$ cat src/rtl/serial_ripple_subtractor.sv
// serial_ripple_subtractor: computes DIFF = A - B - BIN, resolving CHUNK bits per cycle.
// Latency: N = SIZE/CHUNK cycles from input accept to out_valid. One operation is in flight at a time.
// Backpressure: in_ready is high only in IDLE. Results hold in DONE until out_ready is high.
//
// Ports:
//   clk, rst_n           clock; synchronous active-low reset
//   in_valid/in_ready    operand handshake (A, B, BIN)
//   out_valid/out_ready  result handshake (DIFF, BOUT, OVF)
//   A, B [SIZE]          minuend and subtrahend
//   BIN                  borrow-in
//   DIFF [SIZE]          (A - B - BIN) mod 2^SIZE
//   BOUT                 borrow-out (A < B + BIN, unsigned)
//   OVF                  two's-complement overflow of the signed subtraction
// SIZE must be an integer multiple of CHUNK.

module serial_ripple_subtractor #(
  parameter int SIZE  = 10,
  parameter int CHUNK = 2
) (
  input  logic            clk,
  input  logic            rst_n,
  input  logic            in_valid,
  output logic            in_ready,
  input  logic [SIZE-1:0] A,
  input  logic [SIZE-1:0] B,
  input  logic            BIN,
  output logic            out_valid,
  input  logic            out_ready,
  output logic [SIZE-1:0] DIFF,
  output logic            BOUT,
  output logic            OVF
);

  localparam int N  = SIZE / CHUNK;
  localparam int KW = $clog2(N + 1);
  localparam logic [KW-1:0] LAST = KW'(N - 1);

  localparam logic [1:0] IDLE = 2'd0;
  localparam logic [1:0] CALC = 2'd1;
  localparam logic [1:0] DONE = 2'd2;

  logic [1:0]      state;
  logic [KW-1:0]   k;
  logic            brw;
  // Operands shift right by CHUNK every CALC cycle, so the chunk
  // being resolved always sits in the low bits.
  logic [SIZE-1:0] a_q;
  logic [SIZE-1:0] b_q;
  logic [SIZE-1:0] res_q;
  // The sign bits are shifted out of a_q and b_q during CALC.
  // The overflow check needs them, so they are kept here.
  logic            a_msb;
  logic            b_msb;

  logic [CHUNK-1:0]      d_chunk;
  logic                  bw_chain;
  logic [SIZE+CHUNK-1:0] res_cat;
  logic [SIZE-1:0]       res_next;

  assign in_ready  = (state == IDLE) && rst_n;
  assign out_valid = (state == DONE);

  // Ripple-borrow chain across the current chunk.
  always_comb begin
    bw_chain = brw;
    d_chunk  = '0;
    for (int i = 0; i < CHUNK; i++) begin
      d_chunk[i] = a_q[i] ^ b_q[i] ^ bw_chain;
      bw_chain   = (~a_q[i] & b_q[i]) | (~(a_q[i] ^ b_q[i]) & bw_chain);
    end
  end

  // New chunk enters at the top of the result register.
  // After N cycles, chunk 0 has reached bit 0.
  assign res_cat  = {d_chunk, res_q};
  assign res_next = res_cat[SIZE+CHUNK-1:CHUNK];

  always_ff @(posedge clk) begin
    if (!rst_n) begin
      state <= IDLE;
      k     <= '0;
      brw   <= 1'b0;
      a_q   <= '0;
      b_q   <= '0;
      res_q <= '0;
      a_msb <= 1'b0;
      b_msb <= 1'b0;
      DIFF  <= '0;
      BOUT  <= 1'b0;
      OVF   <= 1'b0;
    end else begin
      case (state)
        IDLE: begin
          if (in_valid && in_ready) begin
            a_q   <= A;
            b_q   <= B;
            a_msb <= A[SIZE-1];
            b_msb <= B[SIZE-1];
            brw   <= BIN;
            k     <= '0;
            res_q <= '0;
            state <= CALC;
          end
        end
        CALC: begin
          a_q   <= a_q >> CHUNK;
          b_q   <= b_q >> CHUNK;
          res_q <= res_next;
          brw   <= bw_chain;
          k     <= k + 1'b1;
          if (k == LAST) begin
            DIFF  <= res_next;
            BOUT  <= bw_chain;
            OVF   <= (a_msb != b_msb) && (res_next[SIZE-1] != a_msb);
            state <= DONE;
          end
        end
        DONE: begin
          if (out_ready) state <= IDLE;
        end
        default: state <= IDLE;
      endcase
    end
  end

endmodule

$ cat config.mk
export PLATFORM = sky130hd
export DESIGN_NAME = serial_ripple_subtractor
export DESIGN_NICKNAME = d
export VERILOG_FILES = /design/src/rtl/serial_ripple_subtractor.sv
export SDC_FILE = /design/constraint.sdc
export NUM_CORES = 1
export LEC_CHECK = 0
export ABC_CLOCK_PERIOD_IN_PS = 5100
export CAP_MARGIN = 0
export CELL_PAD_IN_SITES_DETAIL_PLACEMENT = 0
export CELL_PAD_IN_SITES_GLOBAL_PLACEMENT = 2
export CORE_ASPECT_RATIO = 0.6
export CORE_MARGIN = 3
export CORE_UTILIZATION = 35
export DETAILED_ROUTE_END_ITERATION = 12
export HOLD_SLACK_MARGIN = 0.06
export PLACE_DENSITY = 0.8
export SYNTH_ARGS = -nofsm -noshare
export SYNTH_HDL_FRONTEND = slang
export SYNTH_SLANG_ARGS = --single-unit
export TNS_END_PERCENT = 30
$ cat constraint.sdc
create_clock -name clk -period 5.1 [get_ports clk]
set_input_delay 0.51 -clock clk [delete_from_list [all_inputs] [get_ports clk]]
set_output_delay 0.51 -clock clk [all_outputs]
set_load 0.01 [all_outputs]
==> impl_metrics.env, run 1 <==
export IMPL_synthAdderAreaFrac_pct=2.905
export IMPL_path_clk_slew_ps=90
export IMPL_critPathCaptureType="output port"
export IMPL_first_global_vias=1490
export IMPL_skew_ps=4.751
export IMPL_final_period_utilization_pct=48.34
export IMPL_synth_area_leaders="dfxtp_1, o221a_2, nor2b_1"
export IMPL_tritoncts="done"
export IMPL_required_ps=4590
export IMPL_dr_pass1_iters=4
export IMPL_vias_per_cell=4.850
export IMPL_grt_ovfl_total=0
export IMPL_ant_nets=0
export IMPL_yosysWarnings=0
export IMPL_ctsResizeCount=0
export IMPL_n_antenna_cell=0
export IMPL_critPathKind="in -> out"
export IMPL_synth_main_ff_cell="dfxtp_1"
export IMPL_die_area_mm2=0.007427
export IMPL_wl_mm=4.959
export IMPL_synthCells=234
export IMPL_outcome="completed"
export IMPL_hp_class="reg -> reg"
export IMPL_yosysSeqAreaShare_pct=42.91
export IMPL_htreeDepth=2
export IMPL_start_kind="primary input"
export IMPL_yosys_area_share_simple_pct=20.00
export IMPL_final_cells=341
export IMPL_p_leak_nw=1.033
export IMPL_grt_usage_pct=14.01
export IMPL_synth_fp_nets=263
export IMPL_synth_xor_area_share_pct=0
export IMPL_crit_fanout=48
export IMPL_cpPeakStageDelay_ps=600
export IMPL_pin_count=39
export IMPL_critical_path_arrival_ps=1960
export IMPL_die_h_um=67.97
export IMPL_fp_row_count=21
export IMPL_path_delay_family="buffers and inverters"
export IMPL_max_clock_freq_mhz=405.6
export IMPL_dp_cells=334
export IMPL_path_cells="buf_2 > nand2b_1 > nor2_1 > clkdlybuf4s50_1"
export IMPL_core_area_mm2=0.005886
export IMPL_drt_iter0_drc=74
export IMPL_synth_cell_types=35
export IMPL_numClockSinks=48
export IMPL_place_congestion=0.7178
export IMPL_multiInputGateArea_mm2=0.001095
export IMPL_drc=0
export IMPL_crit_path_top_delay_cell="buf_2"
export IMPL_grt_max_degree=49
export IMPL_port_buffers=38
export IMPL_synthMuxAreaShare_pct=0.4469
export IMPL_regArea_um2=960.9
export IMPL_post_cts_buffers=0
export IMPL_num_fill_cells=604
export IMPL_clk_latency_ps=290
export IMPL_ys_async_sr_fraction_pct=0
export IMPL_period_needed_ps=2465
export IMPL_max_cap_violations=0
export IMPL_area_growth_pct=20.61
export IMPL_yosys_area_top_type="dfxtp_1"
export IMPL_start_util_pct=38.05
export IMPL_worst_path_buf_inv=2
export IMPL_synth_compound_area_share_pct=25.53
export IMPL_final_setup_tns_ps=0
export IMPL_powerDensity_mw_per_mm2=309.0
export IMPL_finalHoldViolCount=0
export IMPL_utilization_pct=45.90
export IMPL_synth_edf_count=0
export IMPL_final_nets=290
export IMPL_wl_per_cell_um=14.54
export IMPL_max_slew_margin_pct=39.77
export IMPL_setup_viol=0
export IMPL_grt_pass1_wl_mm=8.079
export IMPL_clk_path_buf_depth=2
export IMPL_place_hpwl_mm=3.300
export IMPL_clockRootBuffer="clkbuf_8"
export IMPL_cts_hold_buf=0
export IMPL_cts_buffers=5
export IMPL_num_vias=1654
export IMPL_layout_drive_gt1_share_pct=11.88
export IMPL_ir_drop_uv=127.2
export IMPL_rsz0062_at_grt="false"
export IMPL_drv_slew=0
export IMPL_antenna_found_initial=0
export IMPL_worst_slew_pin_slew_ps=901.6
export IMPL_die_w_um=109.3
export IMPL_synth_top_cell_area_share_pct=42.91
export IMPL_synth_top_family_by_area="compound AO/OA/AOI/OAI gates"
export IMPL_synth_avg_cell_area_um2=9.571
export IMPL_syn_area_mm2=0.002240
export IMPL_ys_seq_elements=48
## state kept, by name, indices dropped and copies added (netlist names)
register and flops:
DIFF 10, state 2, BOUT 1, a_q 10, b_msb 1, a_msb 1
res_q 8, OVF 1, b_q 10, k 3, brw 1
## stage by stage
stage	total power, mW	setup slack (ps)	area [µm²]	hold slack, ps
global route	0.8716	2475	2701	477.9
floorplan	0.4914	3427	2240	431.2
global placement	0.5241	2391	2572	441.8
finish	0.8346	2635	2701	455.7
CTS	0.8449	2606	2701	461.9
detailed placement	0.5240	2369	2572	448.4
## metal layers
layer | share of wire [%] | global-route usage, % | up-vias
met5 | 0 | 0 | -
met4 | 0.48 | 2.799 | 0
met3 | 4.3 | 3.959 | 2
met2 | 36 | 17.13 | 24
met1 | 59 | 23.03 | 755
li1 | - | - | 873
## synthesized netlist by cell type, drive strengths merged, types with 3 or more instances
cell type  number
nand2          23
a2bb2oi         3
nor2b          26
a22oi           7
dfxtp          48
o21ai           8
inv             7
a21boi         16
a21oi          16
o221a          17
buf            16
nand2b          4
nor2           18
clkbuf          4
## layout make-up
class | count | area share [%]
clock buffer | 5 | 2.547
clock inverter | 2 | 2.223
inverter | 7 | 0.9727
multi-input combinational | 159 | 40.53
sequential | 48 | 35.57
tap | 80 | 3.705
timing repair buffer | 40 | 14.45
## worst register-to-register path: stages (launching register included)
cell,delay (ps)
dfxtp_1,480
buf_4,330
o21bai_1,760
a22oi_1,210
nor2b_1,130
## where the power goes
| part | internal (mW) | total [mW] | switching, mW |
|---|---|---|---|
| Sequential | 0.393 | 0.406 | 0.0133 |
| Clock | 0.193 | 0.320 | 0.127 |
| Combinational | 0.0575 | 0.108 | 0.0508 |
## final timing paths
check	cells past startpoint	startpoint	slack (ps)	to
worst max-delay path	4	rst_n	2630	in_ready
worst max register to register	4	state[0]	3130	res_q[3]
worst min-delay path	2	DIFF[1]	460	DIFF[1]
worst min register to register	2	DIFF[1]	460	DIFF[1]
## layout by cell type (no fill, tap or decap), types with 2 or more instances in the layout
cell / instances
o21ai_0: 8
o2bb2ai_1: 2
nor2b_1: 26
a22oi_1: 7
a21boi_0: 10
buf_4: 2
bufinv_16: 2
o211a_1: 2
clkdlybuf4s50_1: 37
a21boi_1: 6
a2bb2oi_1: 3
nand2b_1: 4
nor2_1: 16
clkbuf_8: 5
nand2_1: 23
inv_1: 7
fa_1: 2
dfxtp_1: 48
or3b_1: 2
ha_1: 2
o221a_2: 17
and2_1: 2
a21oi_1: 16
## cells by family after synthesis
group / Yosys count
multiplexers: 1
AND/OR/NAND/NOR: 80
AO/OA/AOI/OAI: 74
flip-flops: 48
buffers and inverters: 27
adder cells (fa/ha/maj): 4
Note: power is estimated with default switching activity, not from simulation.
==> run 2, diff against run 1 <==
- ABC_CLOCK_PERIOD_IN_PS: 5100 -> 2450
- CORE_UTILIZATION: 35 -> 32
- PLACE_DENSITY: 0.8 -> 0.74
- clock period: 5.1 -> 2.45 ns (I/O delays scaled with it)
==> run 2 against run 1 <==
Sequential cell count stayed put. Register-to-register slack worse by 2500 ps. Clock skew grew 1.0 ps. Largest cell class unchanged. Largest power group unchanged.
==> impl_metrics.env, run 2 (synthesis results as in run 1) <==
export IMPL_clockRootBuffer="clkbuf_16"
export IMPL_utilization_pct=43.32
export IMPL_n_antenna_cell=0
export IMPL_path_delay_family="adder cells"
export IMPL_die_w_um=114.0
export IMPL_p_clk_share_pct=43.2
export IMPL_core_area_mm2=0.006441
export IMPL_vias_per_cell=4.980
export IMPL_required_ps=2640
export IMPL_cts_hold_buf=0
export IMPL_final_common_cell="dfxtp_1"
export IMPL_fp_row_count=22
export IMPL_drt_iter0_drc=105
export IMPL_crit_fanout=4
export IMPL_tritoncts="done"
export IMPL_worst_slew_pin_slew_ps=639.6
export IMPL_drc=0
export IMPL_cpPeakStageDelay_ps=570
export IMPL_path_cells="inv_1 > fa_1 > fa_1 > nor2_1 > a21oi_1 > a21oi_1"
export IMPL_num_vias=1743
export IMPL_final_setup_tns_ps=0
export IMPL_max_cap_violations=0
export IMPL_worst_slack_ps=672.0
export IMPL_ant_nets=0
export IMPL_final_cells=350
export IMPL_top_regs="DIFF x10, a_q x10, b_q x10"
export IMPL_gr_usage_met1_pct=21.37
export IMPL_mostFrequentLayoutCells="dfxtp_1, clkdlybuf4s50_1, nor2b_1"
export IMPL_dpl_cell_area_mm2=0.002613
export IMPL_holdWs_ps=455.1
export IMPL_place_ws_ps=624.2
export IMPL_critPathCaptureType="flip-flop"
export IMPL_wl_per_cell_um=15.02
export IMPL_regArea_um2=960.9
export IMPL_place_hpwl_mm=3.542
export IMPL_top_usage_layer="met1"
export IMPL_area_growth_pct=24.58
export IMPL_drv_slew=0
export IMPL_num_fill_cells=651
export IMPL_worst_path_buf_inv=1
export IMPL_grt_max_degree=48
export IMPL_skew_ps=5.760
export IMPL_pwr_share_seq_pct=44.5
export IMPL_grt_usage_pct=13.38
export IMPL_p_sw_mw=0.4443
export IMPL_place_congestion=0.6922
export IMPL_antenna_found_initial=0
export IMPL_rsz0062_at_grt="false"
export IMPL_path_clk_slew_ps=70
export IMPL_dr_pass1_iters=4
export IMPL_multiInputGateArea_mm2=0.001095
export IMPL_swShare_pct=23.39
export IMPL_cts_buffers=5
export IMPL_critPathKind="reg -> reg"
export IMPL_worst_r2r_path_depth=6
export IMPL_grt_pass1_wl_mm=8.487
export IMPL_post_cts_buffers=0
export IMPL_pin_count=39
export IMPL_ctsResizeCount=0
export IMPL_met3_usage_pct=3.504
export IMPL_r2r_start="a_q[0]"
export IMPL_wl_mm=5.258
export IMPL_crit_path_top_delay_cell="fa_1"
export IMPL_die_area_mm2=0.008072
export IMPL_max_clock_freq_mhz=562.4
export IMPL_start_util_pct=34.77
export IMPL_fin_area_mm2=0.002790
export IMPL_ff2ff_setup_slack_ps=670
export IMPL_cp_depth=6
export IMPL_finalHoldViolCount=0
export IMPL_clk_latency_ps=290
export IMPL_numClockSinks=48
export IMPL_internal_power_mw=1.455
export IMPL_final_nets=294
export IMPL_p_comb_share_pct=12.3
export IMPL_clk_path_buf_depth=2
export IMPL_hp_class="reg -> reg"
export IMPL_max_slew_margin_pct=57.27
export IMPL_powerDensity_mw_per_mm2=680.8
export IMPL_cp_startpoint="a_q[0]"
export IMPL_grt_ovfl_total=0
export IMPL_start_kind="flip-flop"
export IMPL_final_period_utilization_pct=72.57
export IMPL_htreeDepth=2
export IMPL_power_mw=1.900
export IMPL_p_leak_nw=1.075
export IMPL_layout_drive_gt1_share_pct=13.16
export IMPL_outcome="completed"
export IMPL_period_needed_ps=1778
export IMPL_gr_usage_met2_pct=16.80
export IMPL_die_h_um=70.80
export IMPL_setup_viol=0
export IMPL_crit_end="OVF"
export IMPL_dp_cells=342
export IMPL_port_buffers=38
export IMPL_critical_path_arrival_ps=1960
export IMPL_rr_endpoint="OVF"
export IMPL_first_global_vias=1580
export IMPL_ir_drop_uv=279.2
-- run 2: cell types whose count changed in the layout (fill, tap and decap cells not counted), sizes merged --
cell and change:
buf +3, clkbuf +1, bufinv -1, clkdlybuf4s50 +1, clkinv +1
-- run 2: how the worst min path moves through the flow --
stage	startpoint	to	cells past startpoint
finish	BOUT	BOUT	2
floorplan	A[9]	a_msb	2
global route	BOUT	BOUT	2
detailed placement	BOUT	BOUT	2
global placement	BOUT	BOUT	2
CTS	BOUT	BOUT	2
-- run 2: power groups by stage --
stage | Combinational [mW] | Clock (mW) | Sequential (mW)
finish | 0.234 | 0.820 | 0.845
detailed placement | 0.233 | 0 | 0.863
global placement | 0.235 | 0 | 0.862
CTS | 0.236 | 0.833 | 0.845
global route | 0.261 | 0.866 | 0.850
floorplan | 0.170 | 0 | 0.853
-- run 2: area by class of cell --
cell class	instances	area share (%)
timing repair buffer	44	15.25
inverter	7	0.9417
clock inverter	2	1.390
multi-input combinational	159	39.24
sequential	48	34.44
tap	84	3.767
clock buffer	6	4.978
-- run 2: tightest hold or removal path, cell delays in order, from the launching register on --
cell      delay (ps)
dfxtp_1          310
nand2_1           50
a21boi_1          50
-- run 2: metal layers --
layer / part of all wire (%) / vias to the layer above
met1: 58 / 822
met5: 0 / -
met4: 1.3 / 0
met3: 4.0 / 8
li1: - / 884
met2: 37 / 29
